File: config.mk
export PLATFORM = sky130hd
export DESIGN_NAME = mem_lsu_flat
export DESIGN_NICKNAME = d
export VERILOG_FILES = /design/src/rtl/nrisc_mem_pkg.sv /design/src/rtl/mem_lsu_if.sv /design/src/rtl/mem_req_fifo.sv /design/src/rtl/mem_lsu.sv /design/src/flat_wrapper.sv
export SDC_FILE = /design/constraint.sdc
export NUM_CORES = 1
export LEC_CHECK = 0
export CORE_MARGIN = 5
export CORE_UTILIZATION = 45
export CTS_BUF_LIST = sky130_fd_sc_hd__clkbuf_4 sky130_fd_sc_hd__clkbuf_8 sky130_fd_sc_hd__clkbuf_16
export DETAILED_ROUTE_END_ITERATION = 12
export MAX_ROUTING_LAYER = met4
export PLACE_DENSITY_LB_ADDON = 0.12
export SLEW_MARGIN = 20
export SYNTH_ARGS = -nofsm -noshare
export SYNTH_HDL_FRONTEND = slang
export SYNTH_HIERARCHICAL = 1
export SYNTH_SLANG_ARGS = --single-unit
File: constraint.sdc
create_clock -name clk -period 12.39 [get_ports clk]
set_input_delay 2.478 -clock clk [delete_from_list [all_inputs] [get_ports clk]]
set_output_delay 2.478 -clock clk [all_outputs]
set_load 0.1 [all_outputs]
File: src/rtl/nrisc_mem_pkg.sv
// Shared types and defaults for the per-core DataMEM load/store initiator.
// Latency: none (declarations only).
// Backpressure: not applicable.
package nrisc_mem_pkg;

  localparam int TAM_DEF  = 16;
  localparam int LMEM_DEF = 8;

  typedef enum logic [1:0] {
    IDLE,
    ISSUE,
    WAIT,
    RESP
  } state_t;

  typedef struct packed {
    logic               we;
    logic [TAM_DEF-1:0] addr;
    logic [TAM_DEF-1:0] wdata;
  } req_t;

endpackage

File: src/rtl/mem_lsu_if.sv
// Request, response and DataMEM port bundle for one core's load/store unit.
// Latency: none (wiring only).
// Backpressure: req_valid/req_ready and rsp_valid/rsp_ready handshakes.
interface mem_lsu_if #(
  parameter int TAM = nrisc_mem_pkg::TAM_DEF
);
  logic           req_valid;
  logic           req_ready;
  logic           req_we;
  logic [TAM-1:0] req_addr;
  logic [TAM-1:0] req_wdata;
  logic           rsp_valid;
  logic           rsp_ready;
  logic           rsp_we;
  logic [TAM-1:0] rsp_rdata;
  logic           rsp_err;
  logic           busy;
  logic [TAM-1:0] dataADDR;
  logic [TAM-1:0] dataIN;
  logic [TAM-1:0] dataOUT;
  logic           dataLoad;
  logic           dataWrite;

  // LSU side
  modport slave (
    input  req_valid, req_we, req_addr, req_wdata, rsp_ready, dataOUT,
    output req_ready, rsp_valid, rsp_we, rsp_rdata, rsp_err, busy,
           dataADDR, dataIN, dataLoad, dataWrite
  );

  // Core pipeline plus DataMEM side
  modport master (
    output req_valid, req_we, req_addr, req_wdata, rsp_ready, dataOUT,
    input  req_ready, rsp_valid, rsp_we, rsp_rdata, rsp_err, busy,
           dataADDR, dataIN, dataLoad, dataWrite
  );
endinterface

File: src/rtl/mem_req_fifo.sv
// In-order request buffer with full/empty flags; head is read straight from the storage registers.
// Latency: a pushed entry is visible at the head the cycle after the push edge.
// Backpressure: pushes while full and pops while empty are ignored; full ignores a same-cycle pop.
module mem_req_fifo #(
  parameter int WIDTH = 33,
  parameter int DEPTH = 4
) (
  input  logic             clk,
  input  logic             rst,
  input  logic             push,
  input  logic [WIDTH-1:0] push_data,
  input  logic             pop,
  output logic [WIDTH-1:0] head,
  output logic             full,
  output logic             empty
);
  localparam int AW = (DEPTH > 1) ? $clog2(DEPTH) : 1;

  logic [WIDTH-1:0] mem [DEPTH];
  logic [AW-1:0]    wr_ptr;
  logic [AW-1:0]    rd_ptr;
  logic [AW:0]      count;
  logic             do_push;
  logic             do_pop;

  assign full    = (count == (AW+1)'(DEPTH));
  assign empty   = (count == '0);
  assign do_push = push && !full;
  assign do_pop  = pop && !empty;
  assign head    = mem[rd_ptr];

  // Storage write; contents need no reset because count gates visibility.
  always_ff @(posedge clk) begin
    if (do_push && !rst) begin
      mem[wr_ptr] <= push_data;
    end
  end

  // Pointers wrap naturally at the power-of-two depth; count tracks occupancy.
  always_ff @(posedge clk) begin
    if (rst) begin
      wr_ptr <= '0;
      rd_ptr <= '0;
      count  <= '0;
    end else begin
      if (do_push) wr_ptr <= wr_ptr + 1'b1;
      if (do_pop)  rd_ptr <= rd_ptr + 1'b1;
      case ({do_push, do_pop})
        2'b10:   count <= count + 1'b1;
        2'b01:   count <= count - 1'b1;
        default: count <= count;
      endcase
    end
  end
endmodule

File: src/rtl/mem_lsu.sv
// Per-core DataMEM requester: buffers load/store requests and runs them one at a time, in order.
// Latency: accept to rsp_valid is 2+RD_LAT cycles (load), 2 (store), 1 (out-of-range), FSM idle.
// Backpressure: req_ready drops when the FIFO is full; rsp_ready low holds the response indefinitely.
module mem_lsu
  import nrisc_mem_pkg::*;
#(
  parameter int TAM        = TAM_DEF,
  parameter int Lmem       = LMEM_DEF,
  parameter int FIFO_DEPTH = 4,
  parameter int RD_LAT     = 1
) (
  input logic     clk,
  input logic     rst,
  mem_lsu_if.slave bus
);
  localparam int FW = 1 + 2 * TAM;
  localparam int CW = (RD_LAT > 1) ? $clog2(RD_LAT) : 1;

  state_t         state;
  state_t         state_n;
  logic           fifo_pop;
  logic           fifo_full;
  logic           fifo_empty;
  logic [FW-1:0]  fifo_head;
  logic           head_we;
  logic [TAM-1:0] head_addr;
  logic [TAM-1:0] head_wdata;
  logic           head_err;

  logic           op_we;
  logic           op_err;
  logic [TAM-1:0] op_rdata;
  logic [TAM-1:0] mem_addr;
  logic [TAM-1:0] mem_wdata;
  logic           mem_load;
  logic           mem_write;
  logic [CW-1:0]  wait_cnt;

  mem_req_fifo #(
    .WIDTH(FW),
    .DEPTH(FIFO_DEPTH)
  ) u_fifo (
    .clk      (clk),
    .rst      (rst),
    .push     (bus.req_valid),
    .push_data({bus.req_we, bus.req_addr, bus.req_wdata}),
    .pop      (fifo_pop),
    .head     (fifo_head),
    .full     (fifo_full),
    .empty    (fifo_empty)
  );

  assign {head_we, head_addr, head_wdata} = fifo_head;
  // Any address bit above the memory range makes the request an error.
  assign head_err = (head_addr[TAM-1:Lmem] != '0);

  assign bus.req_ready = !fifo_full;
  assign bus.rsp_valid = (state == RESP);
  assign bus.rsp_we    = op_we;
  assign bus.rsp_err   = op_err;
  assign bus.rsp_rdata = op_rdata;
  assign bus.busy      = !fifo_empty || (state != IDLE);
  assign bus.dataADDR  = mem_addr;
  assign bus.dataIN    = mem_wdata;
  assign bus.dataLoad  = mem_load;
  assign bus.dataWrite = mem_write;

  // State register.
  always_ff @(posedge clk) begin
    if (rst) state <= IDLE;
    else     state <= state_n;
  end

  // Next-state logic and FIFO pop; only one access is ever outstanding.
  always_comb begin
    state_n  = state;
    fifo_pop = 1'b0;
    case (state)
      IDLE: begin
        if (!fifo_empty) begin
          fifo_pop = 1'b1;
          state_n  = head_err ? RESP : ISSUE;
        end
      end
      ISSUE:   state_n = op_we ? RESP : WAIT;
      WAIT:    if (wait_cnt == '0) state_n = RESP;
      RESP:    if (bus.rsp_ready) state_n = IDLE;
      default: state_n = IDLE;
    endcase
  end

  // Op register, memory strobes for the single ISSUE cycle, read-latency counter and load capture.
  always_ff @(posedge clk) begin
    if (rst) begin
      op_we     <= 1'b0;
      op_err    <= 1'b0;
      op_rdata  <= '0;
      mem_addr  <= '0;
      mem_wdata <= '0;
      mem_load  <= 1'b0;
      mem_write <= 1'b0;
      wait_cnt  <= '0;
    end else begin
      case (state)
        IDLE: begin
          if (!fifo_empty) begin
            op_we    <= head_we;
            op_err   <= head_err;
            op_rdata <= '0;
            if (!head_err) begin
              mem_addr  <= head_addr;
              mem_wdata <= head_we ? head_wdata : '0;
              mem_write <= head_we;
              mem_load  <= !head_we;
            end
          end
        end
        ISSUE: begin
          mem_write <= 1'b0;
          mem_load  <= 1'b0;
          wait_cnt  <= CW'(RD_LAT - 1);
        end
        WAIT: begin
          if (wait_cnt == '0) op_rdata <= bus.dataOUT;
          else                wait_cnt <= wait_cnt - 1'b1;
        end
        default: ;
      endcase
    end
  end
endmodule

File: src/flat_wrapper.sv
// flat-port wrapper written by rule: the top's interface ports become plain ports
module mem_lsu_flat import nrisc_mem_pkg::*;
#(
  parameter int TAM        = TAM_DEF,
  parameter int Lmem       = LMEM_DEF,
  parameter int FIFO_DEPTH = 4,
  parameter int RD_LAT     = 1
)
  (clk, rst, bus_req_valid, bus_req_we, bus_req_addr, bus_req_wdata, bus_rsp_ready, bus_dataOUT, bus_req_ready, bus_rsp_valid, bus_rsp_we, bus_rsp_rdata, bus_rsp_err, bus_busy, bus_dataADDR, bus_dataIN, bus_dataLoad, bus_dataWrite);
  mem_lsu_if #(.TAM(TAM)) bus_i ();
  input logic clk;
  input logic rst;
  input wire logic [$bits(bus_i.req_valid)-1:0] bus_req_valid;
  input wire logic [$bits(bus_i.req_we)-1:0] bus_req_we;
  input wire logic [$bits(bus_i.req_addr)-1:0] bus_req_addr;
  input wire logic [$bits(bus_i.req_wdata)-1:0] bus_req_wdata;
  input wire logic [$bits(bus_i.rsp_ready)-1:0] bus_rsp_ready;
  input wire logic [$bits(bus_i.dataOUT)-1:0] bus_dataOUT;
  output wire logic [$bits(bus_i.req_ready)-1:0] bus_req_ready;
  output wire logic [$bits(bus_i.rsp_valid)-1:0] bus_rsp_valid;
  output wire logic [$bits(bus_i.rsp_we)-1:0] bus_rsp_we;
  output wire logic [$bits(bus_i.rsp_rdata)-1:0] bus_rsp_rdata;
  output wire logic [$bits(bus_i.rsp_err)-1:0] bus_rsp_err;
  output wire logic [$bits(bus_i.busy)-1:0] bus_busy;
  output wire logic [$bits(bus_i.dataADDR)-1:0] bus_dataADDR;
  output wire logic [$bits(bus_i.dataIN)-1:0] bus_dataIN;
  output wire logic [$bits(bus_i.dataLoad)-1:0] bus_dataLoad;
  output wire logic [$bits(bus_i.dataWrite)-1:0] bus_dataWrite;
  assign bus_i.req_valid = bus_req_valid;
  assign bus_i.req_we = bus_req_we;
  assign bus_i.req_addr = bus_req_addr;
  assign bus_i.req_wdata = bus_req_wdata;
  assign bus_i.rsp_ready = bus_rsp_ready;
  assign bus_i.dataOUT = bus_dataOUT;
  assign bus_req_ready = bus_i.req_ready;
  assign bus_rsp_valid = bus_i.rsp_valid;
  assign bus_rsp_we = bus_i.rsp_we;
  assign bus_rsp_rdata = bus_i.rsp_rdata;
  assign bus_rsp_err = bus_i.rsp_err;
  assign bus_busy = bus_i.busy;
  assign bus_dataADDR = bus_i.dataADDR;
  assign bus_dataIN = bus_i.dataIN;
  assign bus_dataLoad = bus_i.dataLoad;
  assign bus_dataWrite = bus_i.dataWrite;
  mem_lsu #(.TAM(TAM), .Lmem(Lmem), .FIFO_DEPTH(FIFO_DEPTH), .RD_LAT(RD_LAT)) u_core (.clk(clk), .rst(rst), .bus(bus_i));
endmodule
==> results_dict.tcl, run 1 <==
set metrics [dict create \
    clkPwrFrac 0.303 \
    setup_tns_ps 0 \
    ioPinCount 108 \
    fin_util 0.576 \
    r2r_cells 12 \
    drive_gt1_frac 0.154 \
    drv_slew 0 \
    dieArea_um2 18900 \
    htree_levels 4 \
    die_w_um 138 \
    syn-num-nets 500 \
    cp_max_fo 20 \
    vias_per_cell 5.27 \
    grt_max_degree 47 \
    pwr-share-comb 0.261 \
    maxSlewHeadroom 0.281 \
    criticalPathCategory "reg -> out" \
    antenna_found_initial 0 \
    std_cell_rows 46 \
    fin_nets 608 \
    clk-insertion-delay-late_ps 430 \
    syn_avg_cell_area_um2 16.8 \
    cts_root_buffer "clkbuf_16" \
    syn_inst 437 \
    worst_pin_slew_ps 1080 \
    wl_met2_um 7430 \
    routedWlPerCell_um 18.7 \
    status "finished clean" \
    hpwl_um 8970 \
    critPathBufInv 2 \
    antenna_cells 0 \
    synth_seq_cells 195 \
    min_to "u_core/bus.dataADDR[8]" \
    vias 4077 \
    post_cts_buffers 0 \
    cts_tree "done" \
    first_iter_violations 240 \
    drv_cap 0 \
    reg2reg_slack_ps 9240 \
    required_ps 9910 \
    groute.usage.overall 0.165 \
    wl_um 14500 \
    final_cell_mix "132 x edfxtp_1, 107 x clkdlybuf4s50_1, 61 x dfxtp_1" \
    finalSetupViolations 0 \
    wl_met1_um 6230 \
    top_layer_used "met4" \
    clock_path_buffers 2 \
    critPathCaptureType "output pin" \
    crit_family "simple AND/OR/NAND/NOR gates" \
    ant_nets 0 \
    cts_sinks 195 \
    core_area_um2 15900 \
    rr_startpoint "u_core/state[0]" \
    netlist_area_um2 7330 \
    firstDrtPassIters 4 \
    synth.distinct_cells 43 \
    grt_overflow_total 0 \
    power_w 0.00174 \
    cts_buffers 17 \
    wl_met3_um 571 \
    worst_clock_skew_ps 10.5 \
    drc 0 \
    clk_pin_slew_worst_paths_ps 70 \
    min_from "u_core/bus.dataADDR[8]" \
    ys_seq_area_frac 0.713 \
    area.growth.synth_to_final_pct 25.2 \
    min_path_type "reg -> reg" \
    path_cells "nor3_1 > and2_1 > inv_2 > clkdlybuf4s50_1" \
    synth_warnings 6 \
    hold_violations 0 \
    min_period_ps 5380 \
    min_period_over_period 0.434 \
    power.switching_w 0.000567 \
    postCtsResizedCells 0 \
    p_int_w 0.00118 \
    arrival_ps 2900 \
    initial_utilization 0.460 \
    grt_pass1_vias 4292 \
    grt_pass1_wl_um 22800 \
    cp-start-kind "flip-flop" \
    r2r_end "u_core/u_fifo/count[2]" \
    min_path_cells 1 \
    p_per_area_nw_per_um2 190 \
    final_common_cell "edfxtp_1" \
    leakage_nw 3.01 \
    max_stage_delay_ps 980 \
    max_freq_ghz 0.186 \
    gp_congestion 0.739 \
    numPortBuffers 107 \
    crit_path_top_delay_cell "clkdlybuf4s50_1" \
    rsz0062_at_grt "no" \
    pwr-share-seq 0.436 \
    die_h_um 138 \
    postCtsHoldBufs 0 \
    switching_share 0.325 \
    irDropWorstVdd_v 0.000109 \
]
cell usage after synthesis:
master,number,area share
a2111oi_0,1,0.0012
a211oi_1,1,0.0010
a21boi_1,1,0.0010
a21oi_1,29,0.020
a22o_1,16,0.019
a31oi_2,1,0.0017
and2_1,9,0.0077
and3_1,1,0.00085
and4_1,1,0.0012
buf_1,1,0.00051
buf_12,3,0.0082
buf_2,9,0.0061
buf_4,3,0.0031
buf_6,1,0.0015
clkbuf_1,11,0.0056
dfxtp_1,63,0.17
edfxtp_1,132,0.54
fa_1,1,0.0027
ha_1,9,0.015
inv_1,10,0.0051
inv_2,2,0.0010
mux2_1,1,0.0015
mux2i_1,1,0.0014
mux4_1,3,0.011
mux4_2,30,0.092
nand2_1,19,0.0097
nand2b_1,5,0.0043
nand4_1,9,0.0077
nor2_1,9,0.0046
nor2b_1,3,0.0026
nor3_1,2,0.0014
nor3_4,1,0.0022
nor3b_1,5,0.0051
nor3b_2,1,0.0017
nor4_2,2,0.0034
o21a_1,1,0.0010
o21ai_0,3,0.0020
o21ai_1,16,0.011
o31ai_1,9,0.0092
o32ai_1,2,0.0024
or3_1,4,0.0034
or4_1,3,0.0031
xor2_1,3,0.0036
per-layer routing:
layer | track usage | vias to the layer above
met5 | - | -
met4 | 0.0560 | 0
met3 | 0.0365 | 17
met2 | 0.267 | 82
met1 | 0.207 | 2067
li1 | - | 1911
cells by family (layout without fill, tap and decap cells):
logic type	Yosys count	count (layout)	synth area share
adder cells (fa/ha/maj)	10	10	0.0181
flip-flops	195	195	0.713
XOR/XNOR	3	3	0.00359
AO/OA/AOI/OAI	80	80	0.0695
AND/OR/NAND/NOR	74	74	0.0589
buffers and inverters	40	161	0.0312
multiplexers	35	35	0.106
power by group through the flow:
stage               logic, W  registers, W  clock network (W)
floorplan           0.000279      0.000862                  0
global placement    0.000451      0.000773                  0
detailed placement  0.000458      0.000776                  0
CTS                 0.000460      0.000761           0.000543
global route        0.000491      0.000766           0.000570
finish              0.000454      0.000761           0.000528
area by class of cell:
type	count	area (um2)
fillers	1246	6770
flip-flops and latches	195	5230
multi-input cells	202	1910
repair buffers	117	1150
clock buffers	20	489
well taps	216	270
clock inverters	12	92.6
inverters	12	45.0
registers in the layout, summed over array words and instances (netlist names), 2 cells and up, named ones only:
name and count:
u_core/u_fifo/rd_ptr 2, u_core/u_fifo/mem 132, u_core/u_fifo/wr_ptr 2, u_core/u_fifo/count 3, u_core/bus.dataADDR 16, u_core/bus.rsp_rdata 16, u_core/state 2, u_core/bus.dataIN 16
worst max path at each step:
stage                           start                 endpoint  slack, ps  cells after the start
3_3_place_gp            bus_req_valid  u_core/u_fifo/mem[2][5]       7230                      4
2_1_floorplan                     rst  u_core/u_fifo/mem[0][0]       6770                      2
3_5_place_dp          u_core/state[0]                 bus_busy       7510                      5
4_1_cts               u_core/state[0]                 bus_busy       7030                      5
5_1_grt        u_core/u_fifo/count[1]                 bus_busy       6830                      4
6_report       u_core/u_fifo/count[0]                 bus_busy       7010                      4
through the flow:
stage	cell area, um2	setup slack [ps]	hold WS, ps	instances
after floorplan	7330	6770	459	437
after global placement	8580	7230	442	742
after detailed placement	8590	7510	448	742
after CTS	9170	7030	469	774
after global routing	9180	6830	490	774
final	9180	7010	461	774
worst register-to-register path: stages (launching register included):
cell      delay (ps)
dfxtp_1          340
inv_1            120
ha_1             330
nand2b_1         370
inv_2            390
o31ai_1          170
inv_1             80
ha_1             170
inv_1             70
fa_1             430
xor2_1           160
or3_1            310
a21oi_1          140
No activity file was read; power rests on OpenSTA's default activity.
==> run 2: changes to the inputs <==
==> constraint.sdc (replaced) <==
create_clock -name clk -period 5.63 [get_ports clk]
set_input_delay 1.126 -clock clk [delete_from_list [all_inputs] [get_ports clk]]
set_output_delay 1.126 -clock clk [all_outputs]
set_load 0.1 [all_outputs]
==> run 2 against run 1 <==
Compared with the run above:
- critical path depth up 1
- largest cell class unchanged
- via count down 0.54%
- hold slack about the same
- flip-flop and latch count unchanged
- non-clock buffer count up 1
- routed wire length down 1.4%
- clock skew down 2.3 ps
==> results_dict.tcl, run 2 (synthesis results as in run 1) <==
set metrics [dict create \
    min_period_ps 4040 \
    post_cts_buffers 0 \
    p_per_area_nw_per_um2 415 \
    firstDrtPassIters 4 \
    clk-insertion-delay-late_ps 420 \
    grt_max_degree 34 \
    fillers 1289 \
    die_w_um 138 \
    area.growth.synth_to_final_pct 25.2 \
    gp_congestion 0.738 \
    first_iter_violations 235 \
    multiInputGateArea_um2 1920 \
    cts_buffers 17 \
    die_h_um 138 \
    cp_max_fo 20 \
    antenna_found_initial 0 \
    r2r_end "u_core/bus.dataIN[15]" \
    htree_levels 4 \
    max_freq_ghz 0.247 \
    pwr-share-comb 0.256 \
    clkPwrFrac 0.296 \
    grt_pass1_vias 4141 \
    vias 4055 \
    cp-start-kind "flip-flop" \
    min_path_type "reg -> reg" \
    min_path_cells 1 \
    hpwl_um 9100 \
    initial_utilization 0.460 \
    maxSlewHeadroom 0.336 \
    drv_slew 0 \
    p_int_w 0.00258 \
    switching_share 0.322 \
    power_w 0.00381 \
    arrival_ps 2920 \
    leakage_nw 3.00 \
    clock_path_buffers 2 \
    power.switching_w 0.00123 \
    hold_violations 0 \
    postCtsResizedCells 0 \
    grt_overflow_total 0 \
    path_cells "inv_1 > ha_1 > and2_1 > inv_2 > clkdlybuf4s50_1" \
    fin_util 0.576 \
    critPathBufInv 3 \
    cts_tree "done" \
    min_from "u_core/bus.dataADDR[10]" \
    fin_nets 609 \
    crit_path_top_delay_cell "clkdlybuf4s50_1" \
    whs_ps 461 \
    max_stage_delay_ps 980 \
    finalSetupViolations 0 \
    pwr-share-seq 0.448 \
    wl_um 14300 \
    numPortBuffers 107 \
    rsz0062_at_grt "no" \
    drv_cap 0 \
    groute.usage.overall 0.163 \
    register_area_um2 5230 \
    drive_gt1_frac 0.156 \
    instances_no_fill 775 \
    dieArea_um2 18900 \
    min_period_over_period 0.718 \
    crit_family "buffers and inverters" \
    drc 0 \
    worst_pin_slew_ps 993 \
    antenna_cells 0 \
    vias_per_cell 5.23 \
    largest_reg_flops 132 \
    setup_tns_ps 0 \
    criticalPathCategory "reg -> out" \
    largest-register "u_core/u_fifo/mem" \
    final_common_cell "edfxtp_1" \
    grt_pass1_wl_um 22300 \
    required_ps 4500 \
    dp_cells 743 \
    std_cell_rows 46 \
    clk_pin_slew_worst_paths_ps 70 \
    ioPinCount 108 \
    irDropWorstVdd_v 0.000239 \
    cts_root_buffer "clkbuf_16" \
    reg2reg_slack_ps 2400 \
    status "finished clean" \
    critPathCaptureType "output pin" \
    r2r_cells 4 \
    final_cell_mix "132 x edfxtp_1, 107 x clkdlybuf4s50_1, 61 x dfxtp_1" \
    core_area_um2 15900 \
    cts_sinks 195 \
    ant_nets 0 \
    worst_clock_skew_ps 8.19 \
    postCtsHoldBufs 0 \
    routedWlPerCell_um 18.4 \
    min_to "u_core/bus.dataADDR[10]" \
]
[run 2: changes by cell type in the layout (fill, tap and decap cells not counted), moves of 2 or more]
cell	previous run	this run
clkinvlp_4	1	3
clkbuf_4	0	2
nor4_4	0	2
nor4_2	2	0
clkinv_4	4	2
[run 2: how the worst max path moves through the flow]
stage / from / slack (ps) / end / depth (start not counted)
floorplan: rst / 1360 / u_core/u_fifo/mem[0][0] / 2
global placement: flip-flop / 2150 / u_core/bus.dataIN[3] / 4
detailed placement: flip-flop / 2050 / u_core/bus.dataIN[15] / 4
CTS: u_core/state[0] / 1580 / bus_busy / 5
global route: u_core/state[0] / 1390 / bus_busy / 5
finish: u_core/state[0] / 1590 / bus_busy / 5
[run 2: worst reg2reg max path: cells and delay by family (launching register included)]
kind,cells,cell delay [ps]
AND/OR/NAND/NOR,2,1490
AO/OA/AOI/OAI,1,240
flip-flops,1,790
multiplexers,1,660
[run 2: metal layers]
metal / routed length [um] / GRT usage
met1: 6170 / 0.204
met2: 7200 / 0.261
met3: 623 / 0.0332
met4: 257 / 0.0649
met5: 0 / -
[run 2: layout make-up]
class | instances | area share
inverters | 12 | 0.00491
clock buffers | 21 | 0.0534
repair buffers | 118 | 0.126
multi-input cells | 202 | 0.209
well taps | 216 | 0.0294
clock inverters | 11 | 0.00804
flip-flops and latches | 195 | 0.569
[run 2: stage by stage]
step / instance area [um2] / setup slack [ps]
after floorplan: 7330 / 1360
after global placement: 8590 / 2150
after detailed placement: 8590 / 2050
after CTS: 9160 / 1580
after global routing: 9180 / 1390
final: 9180 / 1590
[run 2: power by group through the flow]
stage	combinational [W]	sequential [W]	clock [W]
after CTS	0.000969	0.00171	0.00116
final	0.000974	0.00171	0.00113
after global placement	0.000947	0.00174	0
after floorplan	0.000615	0.00190	0
after detailed placement	0.000966	0.00174	0
after global routing	0.00105	0.00173	0.00122
==> run 3: changes to the inputs <==
==> constraint.sdc (replaced) <==
create_clock -name clk -period 4.1 [get_ports clk]
set_input_delay 0.82 -clock clk [delete_from_list [all_inputs] [get_ports clk]]
set_output_delay 0.82 -clock clk [all_outputs]
set_load 0.1 [all_outputs]
==> run 3 against run 2 <==
Compared with the run above:
- die area did not move
- clock-buffer cell count decreased by 3
- sequential share of layout area grew 0.10 points
- critical path type unchanged
- largest cell class unchanged
- power rose by 38%
- first-iteration DRC count is 29% lower
==> results_dict.tcl, run 3 (synthesis results as in run 1) <==
set metrics [dict create \
    pre_cts_slack_ps 1150 \
    cts_sinks 195 \
    fin_ws_ps 1030 \
    drv_cap 0 \
    clock_path_buffers 2 \
    max_stage_delay_ps 680 \
    initial_utilization 0.460 \
    hold_violations 0 \
    rsz0062_at_grt "no" \
    cts_tree "done" \
    setup_tns_ps 0 \
    htree_levels 4 \
    die_h_um 138 \
    worst_pin_slew_ps 990 \
    leakage_nw 2.99 \
    antenna_found_initial 0 \
    worst_clock_skew_ps 8.41 \
    routedWlPerCell_um 18.6 \
    min_path_type "reg -> reg" \
    vias_per_cell 5.20 \
    cp_max_fo 20 \
    postCtsResizedCells 0 \
    clk_pin_slew_worst_paths_ps 70 \
    cts_root_buffer "clkbuf_16" \
    criticalPathCategory "reg -> out" \
    gp_congestion 0.808 \
    grt_max_degree 34 \
    status "finished clean" \
    drv_slew 0 \
    min_period_over_period 0.749 \
    groute.usage.overall 0.166 \
    final_common_cell "edfxtp_1" \
    ant_nets 0 \
    final_cell_mix "132 x edfxtp_1, 106 x clkdlybuf4s50_1, 61 x dfxtp_1" \
    grt_pass1_wl_um 22500 \
    ioPinCount 108 \
    crit_path_top_delay_cell "and2_1" \
    largest-register "u_core/u_fifo/mem" \
    vias 4034 \
    dp_cells 744 \
    irDropWorstVdd_v 0.000320 \
    clk-insertion-delay-late_ps 430 \
    crit_family "simple AND/OR/NAND/NOR gates" \
    instances_no_fill 776 \
    max_freq_ghz 0.325 \
    fin_nets 610 \
    std_cell_rows 46 \
    dieArea_um2 18900 \
    core_area_um2 15900 \
    die_w_um 138 \
    postCtsHoldBufs 0 \
    area.growth.synth_to_final_pct 25.0 \
    arrival_ps 2250 \
    cts_buffers 17 \
    post_cts_buffers 0 \
    wl_um 14400 \
    finalInstanceArea_um2 9160 \
    critPathCaptureType "output pin" \
    antenna_cells 0 \
    largest_reg_flops 132 \
    p_per_area_nw_per_um2 571 \
    power_w 0.00524 \
    first_iter_violations 167 \
    firstDrtPassIters 4 \
    reg2reg_slack_ps 1040 \
    numPortBuffers 107 \
    required_ps 3280 \
    finalSetupViolations 0 \
    drc 0 \
    path_cells "nor3_1 > and2_1 > inv_2 > buf_4" \
    critPathBufInv 2 \
    drive_gt1_frac 0.157 \
    dpl-instance-area_um2 8600 \
    min_period_ps 3070 \
    cp-start-kind "flip-flop" \
    grt_pass1_vias 4173 \
    hpwl_um 9050 \
    grt_overflow_total 0 \
    maxSlewHeadroom 0.338 \
]
## run 3: metrics by stage
stage,hold WS [ps],util
6_report,464,0.575
5_1_grt,476,0.575
4_1_cts,467,0.574
3_5_place_dp,445,0.539
3_3_place_gp,442,0.539
2_1_floorplan,459,-
## run 3: worst paths after layout
path | startpoint | end | depth (start not counted)
setup / recovery | u_core/u_fifo/count[1] | bus_busy | 4
hold / removal | u_core/bus.dataADDR[8] | u_core/bus.dataADDR[8] | 1
setup reg to reg | u_core/state[0] | u_core/u_fifo/count[2] | 12
hold reg to reg | u_core/bus.dataADDR[8] | u_core/bus.dataADDR[8] | 1
## run 3: worst reg2reg max path, delay by kind of cell (launching register included)
kind | cells | cell delay [ps]
AO/OA/AOI/OAI | 2 | 300
adder cells (fa/ha/maj) | 3 | 960
flip-flops | 1 | 330
buffers and inverters | 4 | 610
AND/OR/NAND/NOR | 2 | 650
XOR/XNOR | 1 | 160
## run 3: final cells by class
| cell class | count | area (um2) |
|---|---|---|
| Fill cell | 1236 | 6780 |
| Multi-Input combinational cell | 202 | 1900 |
| Tap cell | 216 | 270 |
| Clock buffer | 18 | 433 |
| Timing Repair Buffer | 119 | 1160 |
| Sequential cell | 195 | 5230 |
| Inverter | 12 | 45.0 |
| Clock inverter | 14 | 128 |
## run 3: power by group
group | leakage [nW] | switching, W | total [W] | internal (W)
registers | 1.71 | 0.000111 | 0.00234 | 0.00223
logic | 1.02 | 0.000881 | 0.00133 | 0.000453
clock network | 0.264 | 0.000713 | 0.00156 | 0.000849
## run 3: routing by layer
layer	global-route usage	part of all wire
met3	0.0449	0.046
met4	0.0610	0.020
met1	0.199	0.41
met5	-	0
met2	0.272	0.52
